$ cat src/rtl/vending_pkg.sv
// Shared state encoding, credit type and default price table for the vending controller.
package vending_pkg;

    typedef enum logic [1:0] {
        StIdle,
        StCredit,
        StVend,
        StChange
    } vend_state_e;

    localparam int unsigned CREDIT_W_DEF = 8;
    typedef logic [CREDIT_W_DEF-1:0] credit_t;

    localparam credit_t PRICE_TEA    = 8'd10;
    localparam credit_t PRICE_COKE   = 8'd15;
    localparam credit_t PRICE_COFFEE = 8'd20;
    localparam credit_t PRICE_MILK   = 8'd25;

    localparam int unsigned PROD_TEA    = 0;
    localparam int unsigned PROD_COKE   = 1;
    localparam int unsigned PROD_COFFEE = 2;
    localparam int unsigned PROD_MILK   = 3;

endpackage

$ cat src/rtl/vending_avail_mask.sv
// Per-product affordability: bit i is set when credit covers price i and product i is in stock.
module vending_avail_mask
    import vending_pkg::*;
#(
    parameter int unsigned                     NUM_PROD = 4,
    parameter int unsigned                     CREDIT_W = 8,
    parameter logic [NUM_PROD*CREDIT_W-1:0]    PRICES   = '0
) (
    input  logic [CREDIT_W-1:0] credit,
    input  logic [NUM_PROD-1:0] in_stock,
    output logic [NUM_PROD-1:0] avail
);

    always_comb begin
        avail = '0;
        for (int i = 0; i < NUM_PROD; i++) begin
            avail[i] = in_stock[i] && (credit >= PRICES[i*CREDIT_W +: CREDIT_W]);
        end
    end

endmodule

$ cat src/rtl/vending_fsm_param.sv
// Parametrised vending controller: coin credit, per-product prices, dispense and change handshake.
// Optional per-product stock tracking with sold_out/restock is enabled by VEND_STOCK_EN.
module vending_fsm_param
    import vending_pkg::*;
#(
    parameter int unsigned                  NUM_PROD   = 4,
    parameter int unsigned                  CREDIT_W   = 8,
    parameter logic [NUM_PROD*CREDIT_W-1:0] PRICES     = {PRICE_MILK, PRICE_COFFEE,
                                                          PRICE_COKE, PRICE_TEA},
    parameter int unsigned                  STOCK_W    = 4,
    parameter logic [STOCK_W-1:0]           INIT_STOCK = 4'd8,
    localparam int unsigned                 SEL_W      = (NUM_PROD > 1) ? $clog2(NUM_PROD) : 1
) (
    input  logic                clk,
    input  logic                reset,
    input  logic                coin_valid,
    input  logic [CREDIT_W-1:0] coin_value,
    input  logic                sel_valid,
    input  logic [SEL_W-1:0]    sel_id,
    input  logic                cancel,
    input  logic                change_ready,
    output logic [CREDIT_W-1:0] credit,
    output logic [NUM_PROD-1:0] avail,
    output logic                coin_reject,
    output logic                sel_reject,
    output logic                dispense_valid,
    output logic [SEL_W-1:0]    dispense_id,
    output logic                change_valid,
    output logic [CREDIT_W-1:0] change_amount,
    output logic                busy
`ifdef VEND_STOCK_EN
    ,
    output logic [NUM_PROD-1:0] sold_out,
    input  logic                restock
`endif
);

    localparam int unsigned SEL_SPAN = 1 << SEL_W;

    vend_state_e         state_q, state_d;
    logic [CREDIT_W-1:0] credit_q, credit_d;
    logic [SEL_W-1:0]    sel_q, sel_d;
    logic                coin_reject_q, coin_reject_d;
    logic                sel_reject_q, sel_reject_d;
    logic [CREDIT_W:0]   coin_sum;
    logic [CREDIT_W-1:0] sel_price;
    logic [NUM_PROD-1:0] in_stock;
    logic [SEL_SPAN-1:0] avail_ext;
    logic                sel_ok;

    vending_avail_mask #(
        .NUM_PROD (NUM_PROD),
        .CREDIT_W (CREDIT_W),
        .PRICES   (PRICES)
    ) u_avail_mask (
        .credit   (credit_q),
        .in_stock (in_stock),
        .avail    (avail)
    );

    // Zero-extend so out-of-range indices read as not available.
    assign avail_ext = SEL_SPAN'(avail);
    assign sel_ok    = avail_ext[sel_id];
    assign coin_sum  = {1'b0, credit_q} + {1'b0, coin_value};

    always_comb begin
        sel_price = '0;
        for (int i = 0; i < NUM_PROD; i++) begin
            if (sel_q == SEL_W'(i)) begin
                sel_price = PRICES[i*CREDIT_W +: CREDIT_W];
            end
        end
    end

    always_comb begin
        state_d       = state_q;
        credit_d      = credit_q;
        sel_d         = sel_q;
        coin_reject_d = 1'b0;
        sel_reject_d  = 1'b0;
        unique case (state_q)
            StIdle, StCredit: begin
                if (state_q == StCredit && cancel) begin
                    state_d       = StChange;
                    coin_reject_d = coin_valid;
                end else if (state_q == StCredit && sel_valid && sel_ok) begin
                    state_d       = StVend;
                    sel_d         = sel_id;
                    coin_reject_d = coin_valid;
                end else begin
                    sel_reject_d = sel_valid;
                    if (coin_valid) begin
                        if (coin_sum[CREDIT_W]) begin
                            coin_reject_d = 1'b1;
                        end else begin
                            credit_d = coin_sum[CREDIT_W-1:0];
                            state_d  = (credit_d != '0) ? StCredit : StIdle;
                        end
                    end
                end
            end
            StVend: begin
                coin_reject_d = coin_valid;
                credit_d      = credit_q - sel_price;
                state_d       = (credit_d != '0) ? StChange : StIdle;
            end
            StChange: begin
                coin_reject_d = coin_valid;
                if (change_ready) begin
                    credit_d = '0;
                    state_d  = StIdle;
                end
            end
            default: state_d = StIdle;
        endcase
    end

    always_ff @(posedge clk or negedge reset) begin
        if (!reset) begin
            state_q       <= StIdle;
            credit_q      <= '0;
            sel_q         <= '0;
            coin_reject_q <= 1'b0;
            sel_reject_q  <= 1'b0;
        end else begin
            state_q       <= state_d;
            credit_q      <= credit_d;
            sel_q         <= sel_d;
            coin_reject_q <= coin_reject_d;
            sel_reject_q  <= sel_reject_d;
        end
    end

`ifdef VEND_STOCK_EN
    logic [NUM_PROD-1:0][STOCK_W-1:0] stock_q;

    always_ff @(posedge clk or negedge reset) begin
        if (!reset) begin
            stock_q <= {NUM_PROD{INIT_STOCK}};
        end else if (restock && !busy) begin
            stock_q <= {NUM_PROD{INIT_STOCK}};
        end else if (dispense_valid) begin
            for (int i = 0; i < NUM_PROD; i++) begin
                if (sel_q == SEL_W'(i)) begin
                    stock_q[i] <= stock_q[i] - STOCK_W'(1);
                end
            end
        end
    end

    always_comb begin
        sold_out = '0;
        for (int i = 0; i < NUM_PROD; i++) begin
            sold_out[i] = (stock_q[i] == '0);
        end
    end

    assign in_stock = ~sold_out;
`else
    assign in_stock = '1;
`endif

    assign credit         = credit_q;
    assign coin_reject    = coin_reject_q;
    assign sel_reject     = sel_reject_q;
    assign dispense_valid = (state_q == StVend);
    assign dispense_id    = sel_q;
    assign change_valid   = (state_q == StChange);
    assign change_amount  = change_valid ? credit_q : '0;
    assign busy           = (state_q == StVend) || (state_q == StChange);

endmodule

$ cat config.mk
export PLATFORM = sky130hd
export DESIGN_NAME = vending_fsm_param
export DESIGN_NICKNAME = d
export VERILOG_FILES = /design/src/rtl/vending_pkg.sv /design/src/rtl/vending_avail_mask.sv /design/src/rtl/vending_fsm_param.sv
export SDC_FILE = /design/constraint.sdc
export NUM_CORES = 1
export LEC_CHECK = 0
export BUFFER_PORTS_ARGS = -buffer_cell sky130_fd_sc_hd__buf_4
export CELL_PAD_IN_SITES_DETAIL_PLACEMENT = 2
export CELL_PAD_IN_SITES_GLOBAL_PLACEMENT = 2
export CORE_AREA = 3 3 59 101
export DETAILED_ROUTE_END_ITERATION = 8
export DIE_AREA = 0 0 62 104
export PLACE_DENSITY_LB_ADDON = 0.08
export SETUP_SLACK_MARGIN = 0.02
export SYNTH_ARGS = -nofsm -noshare
export SYNTH_HDL_FRONTEND = slang
export SYNTH_SLANG_ARGS = --single-unit
$ cat constraint.sdc
create_clock -name clk -period 3 [get_ports clk]
set_input_delay 0.15 -clock clk [delete_from_list [all_inputs] [get_ports clk]]
set_output_delay 0.15 -clock clk [all_outputs]
set_load 0.05 [all_outputs]
## Word-level counts from Yosys, hierarchy flattened

Cells that the tools add are included.

| cells by class | value |
|---|---|
| $lt $le $gt $ge | 5 |
| equality and inequality tests | 13 |
| add/sub/neg operators | 2 |
| mux-type cells | 29 |
| bitwise operators | 1 |
| reductions and logical operators | 13 |

Operators by type and width:

| cell | count |
|---|---|
| 8-bit 2-to-1 mux | 8 |
| 8-bit case mux with 3 select lines | 1 |
| 8-bit by 4-bit >= comparator with 1-bit output, second input constant | 2 |
| 8-bit by 5-bit >= comparator with 1-bit output, second input constant | 2 |
| 8-bit nonzero test | 2 |
| 2-bit 2-to-1 mux | 6 |
| 2-bit != test, second input constant | 5 |
| 8-bit by 8-bit adder with 9-bit output | 1 |
| 1-bit 2-to-1 mux | 9 |
| 2-bit equality test, second input constant | 4 |
| 4-bit 2-to-1 mux | 2 |
| 4-bit != test, second input constant | 2 |
| 8-bit subtractor | 1 |
| 2-bit case mux with 3 select lines | 1 |
| 3-bit AND reduction | 2 |
| 5-bit AND reduction | 1 |
| 2-bit by 1-bit equality test with 1-bit output, second input constant | 2 |
| 2-bit zero test | 2 |
| 2-bit OR reduction | 2 |
| 1-bit logical AND | 3 |
| 2-bit by 3-bit < comparator with 1-bit output, second input constant | 1 |
| 1-bit binary-select mux with 2-bit select | 1 |
| 1-bit case mux with 2 select lines | 1 |
| 1-bit logical OR | 1 |
| 1-bit inverter | 1 |

| word-level totals | value |
|---|---|
| register bits after elaboration | 14 |
| logic and storage cells | 68 |
| output and inout bits | 27 |

## Longest topological paths before layout

| logic depth | value |
|---|---|
| depth in word-level cells | 9 |
| mapped depth | 11 |
| gate-level depth less buffers | 11 |

## Hierarchy

From an unflattened synthesis, not the netlist that was laid out.

| second synthesis, totals | value |
|---|---|
| cell total of the unflattened synthesis | 167 |
| area, all modules | 1,490.2 sq um |

Modules (own cells, without submodules):

| module | area each (sq um) | instances | cells an instance | sequential area each (sq um) |
|---|---|---|---|---|
| vending_fsm_param | 1,408.9 | 1 | 157 | 350.3 |
| vending_avail_mask | 81.3 | 1 | 10 | 0.0 |

## Least setup slack after synthesis

Ideal clock, no wire load.

| timing | value |
|---|---|
| path kind | register to register |
| from | reg sel_q[0] (netlist: dispense_id[0]) |
| to | reg state_q[0] |
| path buffers | 0 |
| data arrival time | 2.767 ns |
| stages on the path, launching flop included | 12 |
| slack | 0.095 ns |
| path through | dfrtp_1 inv_1 ha_1 nor2_1 o21ai_0 fa_1 a211oi_1 o21ai_0 xor2_1 nand4_1 a221oi_1 a22oi_1 |

| on the way | value |
|---|---|
| longest elaborated chain between the ends | 9 |
| elaborated cells on any way between the ends | 12 |

RTL lines:

| what | RTL line | text |
|---|---|---|
| start, declared | vending_fsm_param.sv:42 | `logic [SEL_W-1:0] sel_q, sel_d;` |
| start signal, assigned | vending_fsm_param.sv:128 | `sel_q <= sel_d;` |
| 2-bit zero test | vending_fsm_param.sv:69 | `if (sel_q == SEL_W'(i)) begin` |
| 4-bit 2-to-1 mux (2 in a row) | vending_fsm_param.sv:69 |  |
| 8-bit 2-to-1 mux | vending_fsm_param.sv:69 |  |
| 8-bit 2-to-1 mux * | vending_fsm_param.sv:69 |  |
| 8-bit subtractor * | vending_fsm_param.sv:104 | `credit_d = credit_q - sel_price;` |
| 8-bit nonzero test * | vending_fsm_param.sv:105 | `state_d = (credit_d != '0) ? StChange : StIdle;` |
| 2-bit 2-to-1 mux * | vending_fsm_param.sv:105 |  |
| 2-bit case mux with 3 select lines * | vending_fsm_param.sv:81 | `unique case (state_q)` |
| end signal, assigned | vending_fsm_param.sv:120 | `state_q <= StIdle;` |
| end signal, assigned | vending_fsm_param.sv:126 | `state_q <= state_d;` |
| end, declared | vending_fsm_param.sv:40 | `vend_state_e state_q, state_d;` |

Every way passes the cells marked *; elsewhere a longest branch is shown, timed or not.
A chain may end at the register's enable or synchronous reset.

## Worst setup path after layout

Same ends and word-level chain as after synthesis.

==> flow_summary.ini <==
[floorplanning]
dieArea_sq_um = 6450
start_util_pct = 29.2
ioPinCount = 43
die_x_microns = 62
rows = 35
dieHeight_microns = 104
fp.coreArea_sq_um = 5300

[route]
route.detailed.drc = 0
wl_per_cell_microns = 18.8
detail-route-antenna-nets = 0
wirelength_microns = 5740
vias_per_cell = 5.27
dr.first_iter.drc_count = 44
via_count = 1612
firstDrtPassIters = 2

[sta]
period_minus_slack_ns = 2.67
rsz0062_at_grt = no
timing.hold.ws_ns = 0.150
maxClockFrequency_ghz = 0.375
worstMarginPinSlew_ns = 0.669
relSlewSlack_pct = 55.4
fin_ws_ns = 0.334
setup-violations-final = 0
finalCritPeriodShare_pct = 88.9
hold_viol = 0
fin_skew_ns = 0.00572
setup_tns_ns = 0
drv_slew = 0

[logic_synthesis]
syn-cell-area_sq_um = 1550
syn_area_per_cell_sq_um = 8.40
synth_edf_count = 0
synth_seq_area_share_pct = 22.7
syn_inst = 184
ys_types = 48
synth_seq_cells = 14
ys.warnings.count = 0
async_flop_share_pct = 100
synth-main-ff-cell = dfrtp_1
synth_fp_nets = 219

[global_route]
track_usage_pct = 19.2
antenna_found_initial = 0
overflow = 0
grt_max_degree = 24
grt_pass1_wl_microns = 9500
grt_pass1_vias = 1851

[setup_path]
worstPathMaxFanout = 5
rrSetupSlack_ns = 0.33
cp_num_buf_inv = 1
crit_path_start_kind = flop
critical_path_class = flop to flop
crit_path_max_incr_delay_ns = 0.41
cp-end-kind = flop
arrival_ns = 2.78
crit_family = compound AO/OA/AOI/OAI gates
path_cells = inv_1 > ha_1 > nor2_1 > o21ai_1 > fa_2 > a211oi_2 > o21ai_0 > xor2_1 > nand4_1 > a221oi_2 > a22oi_1
critPathSlowestCell = fa_2
crit_required_ns = 3.12

[finish]
finalNetCount = 269
final_util_pct = 38.8
layout-drive-gt1-share_pct = 29.3
antenna_cells = 0
areaGrowthSynthToFinish_pct = 33.1

[clocking]
htree_levels = 1
cts_sinks = 14
root_buffer = clkbuf_8
clk_pin_slew_ns = 0.06
clkLatencyLatePin_ns = 0.25
numCtsBuffers = 3
clockBufferDepth = 2
cts_tree = yes

[placement]
gp_congestion = 0.863
dpl_worst_slack_ns = 0.00193
dp_hpwl_microns = 4870
place.port_buffers = 42

[run_status]
outcome = finished, final reports clean

[run]
cap_violations = 0

[hold_path]
holdCritPathClass = primary input to flop
[synth_stat cells (2+ instances only)]
cell type  count  area share [%]
ha_1          17              14
o211ai_1       3             1.5
and3_1         8             3.2
xnor2_1        5             2.8
a21o_1         4             1.9
o21ai_0       15             4.9
dfrtp_1       14              23
and2_1         3             1.2
o22ai_1        5             2.0
nand2_1        9             2.2
a211oi_1       2            0.97
xor2_1         3             1.7
inv_1         15             3.6
or3_1          4             1.6
nand2b_1       4             1.6
a31oi_1        3             1.2
o31a_1         2             1.1
fa_1           2             2.6
mux2_1         3             2.2
and4_1         2             1.1
a21oi_1        9             2.9
nand3_1        4             1.3
mux2_2         2             1.5
a221oi_1       2             1.1
o32ai_1        2             1.1
nor2b_1        3             1.2
nor2_1        13             3.2
clkbuf_1       6             1.5
[routing by layer]
metal	global-route usage (%)	routed length, microns	up-vias
met2	35.2	3330	30
met5	0	0	-
li1	-	-	771
met4	4.55	96	0
met1	22.3	2200	803
met3	1.74	122	8
[metrics by stage]
stage	cells	area, sq um
floorplan	184	1550
global placement	301	1980
detailed placement	301	1980
CTS	305	2040
global route	306	2060
finish	306	2060
[worst register-to-register path, stage by stage (launching register included)]
cell and delay [ns]:
dfrtp_2 0.40, inv_1 0.08, ha_1 0.23, nor2_1 0.16, o21ai_1 0.14, fa_2 0.41
a211oi_2 0.23, o21ai_0 0.16, xor2_1 0.19, nand4_1 0.16, a221oi_2 0.24, a22oi_1 0.12
[path summary, 6_finish.rpt]
kind / from / depth (start not counted) / endpoint
max reg2reg: dispense_id[0] / 11 / state_q[0]
min in group asynchronous: reset / 2 / credit[5]
min reg2reg: credit[1] / 2 / credit[1]
max: dispense_id[0] / 11 / state_q[0]
min: coin_valid / 3 / coin_reject
max in group asynchronous: reset / 2 / dispense_id[0]
[state kept, by name, indices dropped and copies added (netlist names)]
register     count
coin_reject      1
credit           8
dispense_id      2
sel_reject       1
state_q          2
[logic make-up after synthesis]
| logic type | Yosys count | synth area share, % |
|---|---|---|
| AOI/OAI and AO/OA | 60 | 27.4 |
| xor gates and xnor gates | 8 | 4.53 |
| adders and majority gates | 19 | 16.4 |
| buffers and inverters | 21 | 5.10 |
| DFF | 14 | 22.7 |
| muxes | 6 | 4.29 |
| and+or+nand+nor | 56 | 19.7 |
[layout make-up]
cell class | count | area [sq um]
fill | 609 | 3240
multi-input combinational | 149 | 1130
timing repair buffer | 51 | 385
sequential | 14 | 352
tap | 74 | 92.6
inverter | 15 | 56.3
clock buffer | 3 | 41.3
[layout by cell type (no fill, tap or decap), types with 2 or more instances in the layout]
cell      Yosys  layout
o31a_1        2       2
mux2_1        3       3
and4_1        2       2
a21o_1        4       4
and2_1        3       3
o211ai_1      3       3
a21oi_1       9       9
nand2b_1      4       4
a31oi_1       3       3
or3_1         4       4
dfrtp_1      14      13
ha_1         17      17
mux2_2        2       2
o32ai_1       2       2
xor2_1        3       3
buf_4         0      50
inv_1        15      15
nor2b_1       3       3
clkbuf_8      0       3
nor2_1       13      13
o21ai_0      15      14
o22ai_1       5       5
and3_1        8       8
nand2_1       9       9
nand3_1       4       4
xnor2_1       5       5
[what timing repair did]
item,in CTS,in global routing
cloned,0,0
endpoints found under the hold margin,14,0
resized for setup,1,4
endpoints found under the setup margin,1,1
hold buffers,1,0
buffers inserted,0,1
Power is not shown: default switching activity piles up to over one toggle a cycle in this logic, so the estimate is an artifact.
